[config.mk]
export PLATFORM = sky130hd
export DESIGN_NAME = ram_arbiter_flat
export DESIGN_NICKNAME = d
export VERILOG_FILES = /design/src/rtl/ram_arbiter_if.sv /design/src/rtl/ram_arbiter.sv /design/src/flat_wrapper.sv
export SDC_FILE = /design/constraint.sdc
export NUM_CORES = 1
export LEC_CHECK = 0
export ABC_AREA = 1
export BUFFER_PORTS_ARGS = -buffer_cell sky130_fd_sc_hd__buf_2
export CAP_MARGIN = 40
export CELL_PAD_IN_SITES_DETAIL_PLACEMENT = 1
export CELL_PAD_IN_SITES_GLOBAL_PLACEMENT = 1
export CORE_MARGIN = 8
export CORE_UTILIZATION = 27
export CTS_CLUSTER_DIAMETER = 200
export DETAILED_ROUTE_END_ITERATION = 10
export GPL_ROUTABILITY_DRIVEN = 0
export PLACE_DENSITY_LB_ADDON = 0.1
export SYNTH_ARGS = -nofsm -noshare
export SYNTH_HDL_FRONTEND = slang
export SYNTH_SLANG_ARGS = --single-unit
[constraint.sdc]
create_clock -name clk -period 1.45 [get_ports clk]
set_clock_uncertainty 0.1 [all_clocks]
set_input_delay 0.29 -clock clk [delete_from_list [all_inputs] [get_ports clk]]
set_output_delay 0.29 -clock clk [all_outputs]
set_load 0.005 [all_outputs]
[src/rtl/ram_arbiter_if.sv]
// Requester-side bus of the RAM arbiter: two command ports plus shared read data.
interface ram_arbiter_if #(
  parameter int ADDRESS_WIDTH = 14
);
  logic                     req0;
  logic [1:0]               we0;
  logic [ADDRESS_WIDTH-1:0] addr0;
  logic [15:0]              wdata0;
  logic                     gnt0;
  logic                     rvalid0;

  logic                     req1;
  logic [1:0]               we1;
  logic [ADDRESS_WIDTH-1:0] addr1;
  logic [15:0]              wdata1;
  logic                     gnt1;
  logic                     rvalid1;

  logic [15:0]              rdata;

  // requester side
  modport master (
    output req0, we0, addr0, wdata0,
    output req1, we1, addr1, wdata1,
    input  gnt0, rvalid0, gnt1, rvalid1, rdata
  );

  // arbiter side
  modport slave (
    input  req0, we0, addr0, wdata0,
    input  req1, we1, addr1, wdata1,
    output gnt0, rvalid0, gnt1, rvalid1, rdata
  );
endinterface

[src/rtl/ram_arbiter.sv]
// Two-requester round-robin arbiter onto a single RAM port with registered
// read data. Grants are combinational; the RAM command is registered one
// cycle later and a 2-deep tag pipeline routes read data back to the owner.
module ram_arbiter #(
  parameter int ADDRESS_WIDTH = 14
) (
  input  logic                     clk,
  input  logic                     rst_n,
  ram_arbiter_if.slave             bus,
  output logic [1:0]               ram_we,
  output logic [ADDRESS_WIDTH-1:0] ram_addr,
  output logic [15:0]              ram_data,
  input  logic [15:0]              ram_q
);

  logic                     ptr;
  logic                     gnt0;
  logic                     gnt1;
  logic                     any_gnt;
  logic [1:0]               sel_we;
  logic [ADDRESS_WIDTH-1:0] sel_addr;
  logic [15:0]              sel_data;
  logic                     s1_valid;
  logic                     s1_id;
  logic                     s2_valid;
  logic                     s2_id;

  // Grant: a lone requester always wins; on contention the pointer decides.
  // Grants are gated by rst_n so nothing is accepted while in reset.
  assign gnt0    = rst_n & bus.req0 & (~bus.req1 | ~ptr);
  assign gnt1    = rst_n & bus.req1 & (~bus.req0 | ptr);
  assign any_gnt = gnt0 | gnt1;

  assign sel_we   = gnt1 ? bus.we1    : bus.we0;
  assign sel_addr = gnt1 ? bus.addr1  : bus.addr0;
  assign sel_data = gnt1 ? bus.wdata1 : bus.wdata0;

  assign bus.gnt0    = gnt0;
  assign bus.gnt1    = gnt1;
  assign bus.rvalid0 = s2_valid & ~s2_id;
  assign bus.rvalid1 = s2_valid & s2_id;
  assign bus.rdata   = ram_q;

  // Pointer, RAM command stage and read-tag pipeline.
  always_ff @(posedge clk or negedge rst_n) begin
    if (!rst_n) begin
      ptr      <= 1'b0;
      ram_we   <= 2'b00;
      ram_addr <= '0;
      ram_data <= '0;
      s1_valid <= 1'b0;
      s1_id    <= 1'b0;
      s2_valid <= 1'b0;
      s2_id    <= 1'b0;
    end else begin
      if (gnt0) begin
        ptr <= 1'b1;
      end else if (gnt1) begin
        ptr <= 1'b0;
      end

      // Address/data hold when idle; only the write enables are cleared.
      if (any_gnt) begin
        ram_we   <= sel_we;
        ram_addr <= sel_addr;
        ram_data <= sel_data;
      end else begin
        ram_we <= 2'b00;
      end

      // Stage 1 tracks the command on the RAM pins, stage 2 the cycle its
      // data appears on ram_q.
      s1_valid <= any_gnt & (sel_we == 2'b00);
      s1_id    <= gnt1;
      s2_valid <= s1_valid;
      s2_id    <= s1_id;
    end
  end

endmodule

[src/flat_wrapper.sv]
// flat-port wrapper written by rule: the top's interface ports become plain ports
module ram_arbiter_flat 
#(
  parameter int ADDRESS_WIDTH = 14
)
  (clk, rst_n, ram_we, ram_addr, ram_data, ram_q, bus_req0, bus_we0, bus_addr0, bus_wdata0, bus_req1, bus_we1, bus_addr1, bus_wdata1, bus_gnt0, bus_rvalid0, bus_gnt1, bus_rvalid1, bus_rdata);
  ram_arbiter_if #(.ADDRESS_WIDTH(ADDRESS_WIDTH)) bus_i ();
  input  logic clk;
  input  logic rst_n;
  output logic [1:0] ram_we;
  output logic [ADDRESS_WIDTH-1:0] ram_addr;
  output logic [15:0] ram_data;
  input  logic [15:0] ram_q;
  input wire logic [$bits(bus_i.req0)-1:0] bus_req0;
  input wire logic [$bits(bus_i.we0)-1:0] bus_we0;
  input wire logic [$bits(bus_i.addr0)-1:0] bus_addr0;
  input wire logic [$bits(bus_i.wdata0)-1:0] bus_wdata0;
  input wire logic [$bits(bus_i.req1)-1:0] bus_req1;
  input wire logic [$bits(bus_i.we1)-1:0] bus_we1;
  input wire logic [$bits(bus_i.addr1)-1:0] bus_addr1;
  input wire logic [$bits(bus_i.wdata1)-1:0] bus_wdata1;
  output wire logic [$bits(bus_i.gnt0)-1:0] bus_gnt0;
  output wire logic [$bits(bus_i.rvalid0)-1:0] bus_rvalid0;
  output wire logic [$bits(bus_i.gnt1)-1:0] bus_gnt1;
  output wire logic [$bits(bus_i.rvalid1)-1:0] bus_rvalid1;
  output wire logic [$bits(bus_i.rdata)-1:0] bus_rdata;
  assign bus_i.req0 = bus_req0;
  assign bus_i.we0 = bus_we0;
  assign bus_i.addr0 = bus_addr0;
  assign bus_i.wdata0 = bus_wdata0;
  assign bus_i.req1 = bus_req1;
  assign bus_i.we1 = bus_we1;
  assign bus_i.addr1 = bus_addr1;
  assign bus_i.wdata1 = bus_wdata1;
  assign bus_gnt0 = bus_i.gnt0;
  assign bus_rvalid0 = bus_i.rvalid0;
  assign bus_gnt1 = bus_i.gnt1;
  assign bus_rvalid1 = bus_i.rvalid1;
  assign bus_rdata = bus_i.rdata;
  ram_arbiter #(.ADDRESS_WIDTH(ADDRESS_WIDTH)) u_core (.clk(clk), .rst_n(rst_n), .bus(bus_i), .ram_we(ram_we), .ram_addr(ram_addr), .ram_data(ram_data), .ram_q(ram_q));
endmodule
After elaboration in Yosys (flattened, before gate mapping)
Index checks and enable logic that the tools add are counted.
{"block": "word_totals", "register_bits": 37, "in_bits": 84, "out_inout_bits": 52, "elab_cells": 30}
{"block": "op_classes", "mux": 6, "n_bitwise": 14, "reduce_logical": 2}
{"cell": "$mux W16", "count": 1}
{"cell": "$mux W14", "count": 1}
{"cell": "$and A1 B1 Y1", "count": 7}
{"cell": "$mux W2", "count": 2}
{"cell": "$not A1 Y1", "count": 4}
{"cell": "$or A1 B1 Y1", "count": 3}
{"cell": "$logic_not A2 Y1", "count": 1}
{"cell": "$mux W1", "count": 2}
{"cell": "$reduce_bool A2 Y1", "count": 1}

Logic depth before layout (Yosys ltp)
Gate-level depths: netlist of run 1.
{"block": "logic_depth", "word_depth": 6, "mapped_depth": 8, "mapped_depth_nobuf": 7}

Worst setup path before layout of run 1
OpenSTA, ideal clock, no wires.
{"block": "synth_path", "kind": "register -> output", "from": "register u_core.ptr", "to": "output bus_gnt1", "arrival_ns": 0.781, "t_required_ns": 1.060, "path_slack_ns": 0.279, "stages_incl_launch_ff": 6, "path_buffers": 1, "path_cell_list": "dfrtp_1 inv_1 nand2_4 nand2_4 buf_6 inv_1"}
{"block": "synth_via", "elab_chain_len": 2}
{"element": "start: declaration", "line_no": "ram_arbiter.sv:16", "rtl": "logic ptr;"}
{"element": "start signal: assignment", "line_no": "ram_arbiter.sv:47", "rtl": "ptr <= 1'b0;"}
{"element": "start signal: assignment", "line_no": "ram_arbiter.sv:57", "rtl": "ptr <= 1'b1;"}
{"element": "start signal: assignment", "line_no": "ram_arbiter.sv:59", "rtl": "ptr <= 1'b0;"}
{"element": "$or A1 B1 Y1", "line_no": "ram_arbiter.sv:31", "rtl": "assign gnt1 = rst_n & bus.req1 & (~bus.req0 | ptr);"}
{"element": "$and A1 B1 Y1", "line_no": "ram_arbiter.sv:31"}
{"element": "end: declaration", "line_no": "flat_wrapper.sv:24", "rtl": "output wire logic [$bits(bus_i.gnt1)-1:0] bus_gnt1;"}
No other way between the ends.

Worst setup path after layout of run 1
Ends and elaborated chain as after synthesis.

==> results of run 1 <==
[per-stage QoR]
stage,hold slack [ns],cell area (sq um)
3_3_place_gp,0.197,2520
3_5_place_dp,0.209,2520
5_1_grt,0.167,2710
4_1_cts,0.158,2650
2_1_floorplan,-0.106,1990
6_report,0.169,2710
[worst reg2reg max path: stages, from the launching register on]
cell,delay [ns]
sky130_fd_sc_hd__dfrtp_1,0.40
sky130_fd_sc_hd__inv_2,0.09
sky130_fd_sc_hd__nand2_4,0.07
sky130_fd_sc_hd__nand2_8,0.09
sky130_fd_sc_hd__buf_8,0.15
sky130_fd_sc_hd__buf_4,0.16
sky130_fd_sc_hd__nand2_1,0.05
sky130_fd_sc_hd__nand2_1,0.06
sky130_fd_sc_hd__nand2_1,0.05
sky130_fd_sc_hd__nand2_1,0.05
[cells by family after synthesis]
group	synth area share
AO/OA/AOI/OAI	0.00754
buffers and inverters	0.126
flip-flops	0.465
AND/OR/NAND/NOR	0.401
[power breakdown]
| part | switching (uW) | internal [uW] | leakage [uW] |
|---|---|---|---|
| combinational | 379 | 324 | 0.00115 |
| sequential | 71.5 | 1170 | 0.000461 |
| clock | 370 | 333 | 0.0000450 |
| total | 820 | 1820 | 0.00165 |
[how the worst max path moves through the flow]
stage               endpoint  cells past startpoint
CTS                 bus_gnt0                      5
detailed placement  bus_gnt1                      6
floorplan           bus_gnt1                      5
global placement    bus_gnt1                      6
finish              bus_gnt1                      5
global route        bus_gnt0                      5
[what timing repair did]
item                       4_1_cts  5_1_grt
hold buffers                     1        0
gates resized for setup          2       11
hold endpoints to repair        37        0
gates cloned                     0        0
buffers inserted                 3        3
pin swaps                        2        2
setup endpoints to repair        1        6
[synth_stat cells]
| library cell | instances | share of area |
|---|---|---|
| sky130_fd_sc_hd__nand3_1 | 33 | 0.083 |
| sky130_fd_sc_hd__nor2_1 | 2 | 0.0038 |
| sky130_fd_sc_hd__nand2_4 | 2 | 0.011 |
| sky130_fd_sc_hd__buf_6 | 1 | 0.0057 |
| sky130_fd_sc_hd__inv_1 | 6 | 0.011 |
| sky130_fd_sc_hd__nand2_1 | 157 | 0.30 |
| sky130_fd_sc_hd__o21ai_0 | 1 | 0.0025 |
| sky130_fd_sc_hd__dfrtp_1 | 37 | 0.47 |
| sky130_fd_sc_hd__buf_2 | 8 | 0.020 |
| sky130_fd_sc_hd__buf_4 | 22 | 0.083 |
| sky130_fd_sc_hd__nand2_2 | 2 | 0.0063 |
| sky130_fd_sc_hd__a21oi_1 | 2 | 0.0050 |
| sky130_fd_sc_hd__inv_2 | 1 | 0.0019 |
| sky130_fd_sc_hd__clkinv_4 | 1 | 0.0044 |
[metal layers]
layer,GRT usage,up-vias
li1,-,1023
met1,0.162,947
met2,0.218,72
met3,0.0572,6
met4,0.0339,0
met5,0,-
[registers in the layout (all words and copies together) (netlist names)]
register and count:
u_core.s2_valid 1, u_core.ram_addr 14, u_core.ram_data 16, u_core.ptr 1, u_core.s1_valid 1, u_core.s1_id 1
u_core.s2_id 1, u_core.ram_we 2
[layout make-up]
cell class,instances,share of cell area
clock inverters,2,0.00370
well taps,99,0.0458
clock buffers,6,0.0268
repair buffers,123,0.262
inverters,8,0.0139
multi-input cells,199,0.305
flip-flops and latches,37,0.342
==> summary.md, run 1 <==
| Metric | Value |
|---|---|
| Die height | 102 microns |
| Leading cell types in the layout, fill and taps excluded | 155 x sky130_fd_sc_hd__nand2_1, 102 x sky130_fd_sc_hd__buf_2, 37 x sky130_fd_sc_hd__dfrtp_1 |
| Register bit count reported by yosys | 37 |
| Worst-case setup slack after placement | 0.107 ns |
| DR WL/cell | 14.5 microns |
| Count of filler cells inserted in the layout | 968 |
| Post-Syn Nets | 359 |
| Count of maximum capacitance violations | 0 |
| Final wirelength | a little under 7 mm |
| Worst reg2reg endpoint | u_core.ram_data[9] |
| RSZ-0062 raised after global routing | true |
| Detailed-routed wire length on met3 | 710 microns |
| Result of the run | finished with violations |
| Antenna violation net count after detailed routing | 0 |
| Register cell area after layout | 926 sq um |
| Hpwl dp | 5.28 mm |
| Fmax achieved | approximately 700 MHz |
| Clock tree buffer depth | 2 |
| Initial antenna violation count | 0 |
| I/O Pins | 136 |
| Area of the multi-input gates | 826 sq um |
| Violations in the final reports | negative setup slack |
| Final Hold Vio Count | 0 |
| Share of the core filled with cells | 0.375 |
| Clock transition at the registers of the reported paths | 0.08 ns |
| Post-layout power | 2640 uW |
| All-layer global routing usage | 0.135 |
| Count of endpoints failing setup in the final report | 1 |
| Number of vias per cell after detailed routing | about 4.3 |
| Initial standard-cell utilization of the core | 0.276 |
| Period utilization | 1.01 |
| Die X-Extent | 102 microns |
| Minimum clock period after layout | 1.46 ns |
| Wire length on met1 | 2.93 mm |
| Worst-case hold path end point | u_core.s1_valid |
| First-pass GRT wire length | 11.0 mm |
| Leakage component of the power | 0.00165 uW |
| Origin of the critical flop-to-flop path | u_core.ptr |
| Total global routing overflow | 0 |
| Measured slew at the worst slew-check pin | 0.341 ns |
| Post-detailed-route DRC marker count | 0 |
| Number of buffers and inverters on the critical path | 3 |
| Vias | 2048 |
| Arrival time reported for the critical path endpoint | 1.07 ns |
| Number of iterations in the first detailed-routing pass | 4 |
| Fin cells | ~470 |
| Min setup slack post-route | -0.00986 ns |
| Number of design-rule violations left by the first detailed-router iteration | 38 |
| Cell family with most CP delay | flip-flops |
| Kind of end point of the critical path | output pin |
| Relative slew slack | 0.773 |
| Max incr delay on CP | 0.40 ns |
| Class of the most critical hold timing path | primary input to flip-flop |
| Post-synth cell types | 14 |
| Layout cell share with drive strength beyond 1 | 0.371 |
| Hold Crit Start | bus_we0[1] |
| Worst setup startpoint | u_core.ptr |
| Placed Instances | about 460 |
| Number of cells produced by synthesis | roughly 280 |
| Number of I/O port buffers | 103 |
| Synth warnings | 0 |
| Net total in the final layout | 458 |
| Area of the mapped netlist | 1990 sq um |
| Synth-to-layout area growth | 36.0% |
| Met2 wire len | 3.19 mm |
| Core area | 7210 sq um |
| Sequential area share after synthesis | 0.465 |
| Fin Setup TNS | -0.00986 ns |
| Via count of the first global-routing pass | 2205 |
| Critical path type | flip-flop to output pin |
| Average cell area after synthesis | around 7.2 sq um |
| Number of rows created at floorplan | 31 |
| Reg-to-reg setup timing slack | approximately 0.12 ns |
| Max layer used | met4 |
| Cell at the slowest stage of the critical path | sky130_fd_sc_hd__dfrtp_1 |
| Required time worst endpoint | 1.06 ns |
| Cell-by-cell listing of the critical path | inv_2 -> nand2_4 -> nand2_8 -> inv_4 -> buf_6 |
| CTS tree | done |
| Min-Delay Path Depth | 4 |
| Setup crit start kind | flip-flop |
| Total number of H-tree levels | 2 |
| Antenna diode instance count | 0 |
| Maximum fanout count along the critical path | 2 |
| Most common cell after layout, fill and taps aside | sky130_fd_sc_hd__nand2_1 |
| Area of the die | 10400 sq um |
| Worst vdd ir | 0.376 mV |
| Clock Tree Root | sky130_fd_sc_hd__clkbuf_8 |
| Worst reg-to-reg path cell count | 9 |
| Worst-Skew Late Latency | 0.29 ns |
| Num Clock Sinks | 37 |
| Maximum number of pins on one net before global-route repair | 26 |
| Final Slew Violations | 0 |
| CTS Buf Count | 5 |
| Power density over cell area | 978 nW/um^2 |
No activity file was read; power rests on OpenSTA's default activity.
==> run 2: changes to the inputs <==
CELL_PAD_IN_SITES_DETAIL_PLACEMENT = not set   (was 1)
CELL_PAD_IN_SITES_GLOBAL_PLACEMENT = not set   (was 1)
CORE_UTILIZATION = 41   (was 27)
PLACE_DENSITY = 0.79   (was not set)
PLACE_DENSITY_LB_ADDON = not set   (was 0.1)
==> summary.md, run 2 (same netlist as run 1, synthesis figures left out) <==
| Metric | Value |
|---|---|
| Result of the run | complete, no violations (was finished with violations) |
| Minimum clock period after layout | 1.43 ns (was 1.46 ns) |
| DR WL/cell | 13.7 microns (was 14.5 microns) |
| Final Instance Area | 2630 sq um (was 2710 sq um) |
| Measured slew at the worst slew-check pin | 0.249 ns (was 0.341 ns) |
| Total number of H-tree levels | 2 (unchanged) |
| Leakage component of the power | 0.00165 uW (about the same) |
| First-pass GRT wire length | 9.45 mm (was 11.0 mm) |
| Final Hold Vio Count | 0 (unchanged) |
| Final wirelength | 5.87 mm (was 6.87 mm) |
| Power density over cell area | 991 nW/um^2 (was 978 nW/um^2) |
| Via count of the first global-routing pass | 2119 (was 2205) |
| Net total in the final layout | 457 (was 458) |
| Post-layout power | 2610 uW (was 2640 uW) |
| Core area | 4690 sq um (was 7210 sq um) |
| All-layer global routing usage | 0.158 (was 0.135) |
| Arrival time reported for the critical path endpoint | 1.04 ns (was 1.07 ns) |
| Cell-by-cell listing of the critical path | inv_2 -> nand2_4 -> nand2_8 -> inv_4 -> buf_6 (unchanged) |
| Num Clock Sinks | 37 (unchanged) |
| Setup crit start kind | flip-flop (unchanged) |
| Kind of end point of the critical path | output pin (unchanged) |
| Fin cells | 428 (was 474) |
| Clock Tree Root | sky130_fd_sc_hd__clkbuf_8 (unchanged) |
| Number of rows created at floorplan | 25 (was 31) |
| Fmax achieved | 699 MHz (was 685 MHz) |
| RSZ-0062 raised after global routing | true (unchanged) |
| Number of iterations in the first detailed-routing pass | 4 (unchanged) |
| Final Slew Violations | 0 (unchanged) |
| Registers with the highest flip-flop counts | u_core.ram_data (16), u_core.ram_addr (14), u_core.ram_we (2) (unchanged) |
| Post-detailed-route DRC marker count | 0 (unchanged) |
| Count of maximum capacitance violations | 0 (unchanged) |
| Die height | 85.7 microns (was 102 microns) |
| Worst vdd ir | 0.455 mV (was 0.376 mV) |
| Max incr delay on CP | 0.39 ns (was 0.40 ns) |
| Class of the most critical hold timing path | primary input to flip-flop (unchanged) |
| Die X-Extent | 85.7 microns (was 102 microns) |
| Area of the multi-input gates | 821 sq um (was 826 sq um) |
| Antenna diode instance count | 0 (unchanged) |
| Hpwl dp | 4.36 mm (was 5.28 mm) |
| Antenna violation net count after detailed routing | 0 (unchanged) |
| Cell at the slowest stage of the critical path | sky130_fd_sc_hd__dfrtp_1 (unchanged) |
| Number of buffers and inverters on the critical path | 3 (unchanged) |
| Clock tree buffer depth | 2 (unchanged) |
| Critical path type | flip-flop to output pin (unchanged) |
| Area of the die | 7340 sq um (was 10400 sq um) |
| CTS tree | done (unchanged) |
| Layout cell share with drive strength beyond 1 | 0.364 (was 0.371) |
| CTS Buf Count | 5 (unchanged) |
| Count of filler cells inserted in the layout | 439 (was 968) |
| Number of I/O port buffers | 103 (unchanged) |
| Leading cell types in the layout, fill and taps excluded | 157 x sky130_fd_sc_hd__nand2_1, 102 x sky130_fd_sc_hd__buf_2, 37 x sky130_fd_sc_hd__dfrtp_1 (was 155 x sky130_fd_sc_hd__nand2_1, 102 x sky130_fd_sc_hd__buf_2, 37 x sky130_fd_sc_hd__dfrtp_1) |
| Vias | 2070 (was 2048) |
| Required time worst endpoint | 1.06 ns (about the same) |
| Relative slew slack | 0.834 (was 0.773) |
| Clock transition at the registers of the reported paths | 0.08 ns (about the same) |
| Standard cell area after detailed placement | 2460 sq um (was 2520 sq um) |
| Number of vias per cell after detailed routing | 4.84 (was 4.32) |
| Initial standard-cell utilization of the core | 0.424 (was 0.276) |
| Total global routing overflow | 0 (unchanged) |
| Count of endpoints failing setup in the final report | 0 (was 1) |
| Most common cell after layout, fill and taps aside | sky130_fd_sc_hd__nand2_1 (unchanged) |
| Largest register FFs | 16 (unchanged) |
| Register cell area after layout | 926 sq um (unchanged) |
| Maximum fanout count along the critical path | 2 (unchanged) |
| Register bank with the most flops | u_core.ram_data (unchanged) |
| Synth-to-layout area growth | 32.3% (was 36.0%) |
| Initial antenna violation count | 0 (unchanged) |
| Placed Instances | 413 (was 459) |
| Number of design-rule violations left by the first detailed-router iteration | 101 (was 38) |
| Worst-Skew Late Latency | 0.29 ns (about the same) |
| Cell family with most CP delay | flip-flops (unchanged) |
| Period utilization | 0.986 (was 1.01) |
| Maximum number of pins on one net before global-route repair | 25 (was 26) |
| I/O Pins | 136 (unchanged) |
-- run 2: changes by cell type in the layout (fill, tap and decap cells not counted) --
cell / previous run / this run
sky130_fd_sc_hd__buf_6: 5 / 1
sky130_fd_sc_hd__nand2_1: 155 / 157
sky130_fd_sc_hd__clkbuf_16: 0 / 1
sky130_fd_sc_hd__buf_4: 13 / 16
sky130_fd_sc_hd__buf_8: 1 / 0
sky130_fd_sc_hd__nand2_2: 4 / 2
-- run 2: path summary, 6_finish.rpt --
kind	from	endpoint	slack, ns	cells after the start
setup / recovery	u_core.ptr	bus_gnt1	0.02	5
hold / removal	bus_we0[1]	u_core.s1_valid	0.17	4
setup reg to reg	u_core.ptr	u_core.ram_data[12]	0.09	9
hold reg to reg	u_core.s1_id	u_core.s2_id	0.26	0
max in group asynchronous	rst_n	u_core.ram_data[11]	0.56	3
min in group asynchronous	rst_n	u_core.ram_addr[5]	0.48	3
-- run 2: cell type report --
class	count	area share
clock inverter	2	0.00380
tap	54	0.0257
sequential	37	0.352
inverter	8	0.0143
multi-input combinational	199	0.312
clock buffer	6	0.0276
timing repair buffer	122	0.265
-- run 2: metrics by stage --
| step | hold slack, ns | worst slack (ns) | TNS (ns) | util |
|---|---|---|---|---|
| after floorplan | -0.106 | 0.279 | 0 | - |
| after global placement | 0.215 | 0.162 | 0 | 0.524 |
| after detailed placement | 0.231 | 0.135 | 0 | 0.524 |
| after CTS | 0.165 | 0.00799 | 0 | 0.550 |
| after global routing | 0.181 | -0.0368 | -0.0810 | 0.561 |
| final | 0.171 | 0.0204 | 0 | 0.561 |
-- run 2: timing repair --
action | in CTS | in global routing
gates cloned | 0 | 1
hold endpoints to repair | 37 | 0
setup endpoints to repair | 1 | 3
buffers inserted | 3 | 2
hold buffers | 1 | 0
pin swaps | 2 | 2
gates resized for setup | 3 | 2
-- run 2: power by group --
part           switching (uW)  internal [uW]
logic                     368            317
clock network             354            333
registers                68.0           1170
total                     790           1820
-- run 2: metal layers --
layer	GRT usage	part of all wire	up-vias
li1	-	-	1020
met2	0.264	0.46	91
met1	0.165	0.41	939
met5	0	0	-
met3	0.0697	0.096	20
met4	0.0828	0.031	0
-- run 2: worst register-to-register path, cell delays in order, from the launching register on --
cell                        delay [ns]
sky130_fd_sc_hd__dfrtp_1          0.39
sky130_fd_sc_hd__inv_2            0.09
sky130_fd_sc_hd__nand2_4          0.07
sky130_fd_sc_hd__nand2_8          0.08
sky130_fd_sc_hd__buf_4            0.19
sky130_fd_sc_hd__clkbuf_16        0.19
sky130_fd_sc_hd__nand2_1          0.05
sky130_fd_sc_hd__nand2_1          0.05
sky130_fd_sc_hd__nand2_1          0.04
sky130_fd_sc_hd__nand2_1          0.06
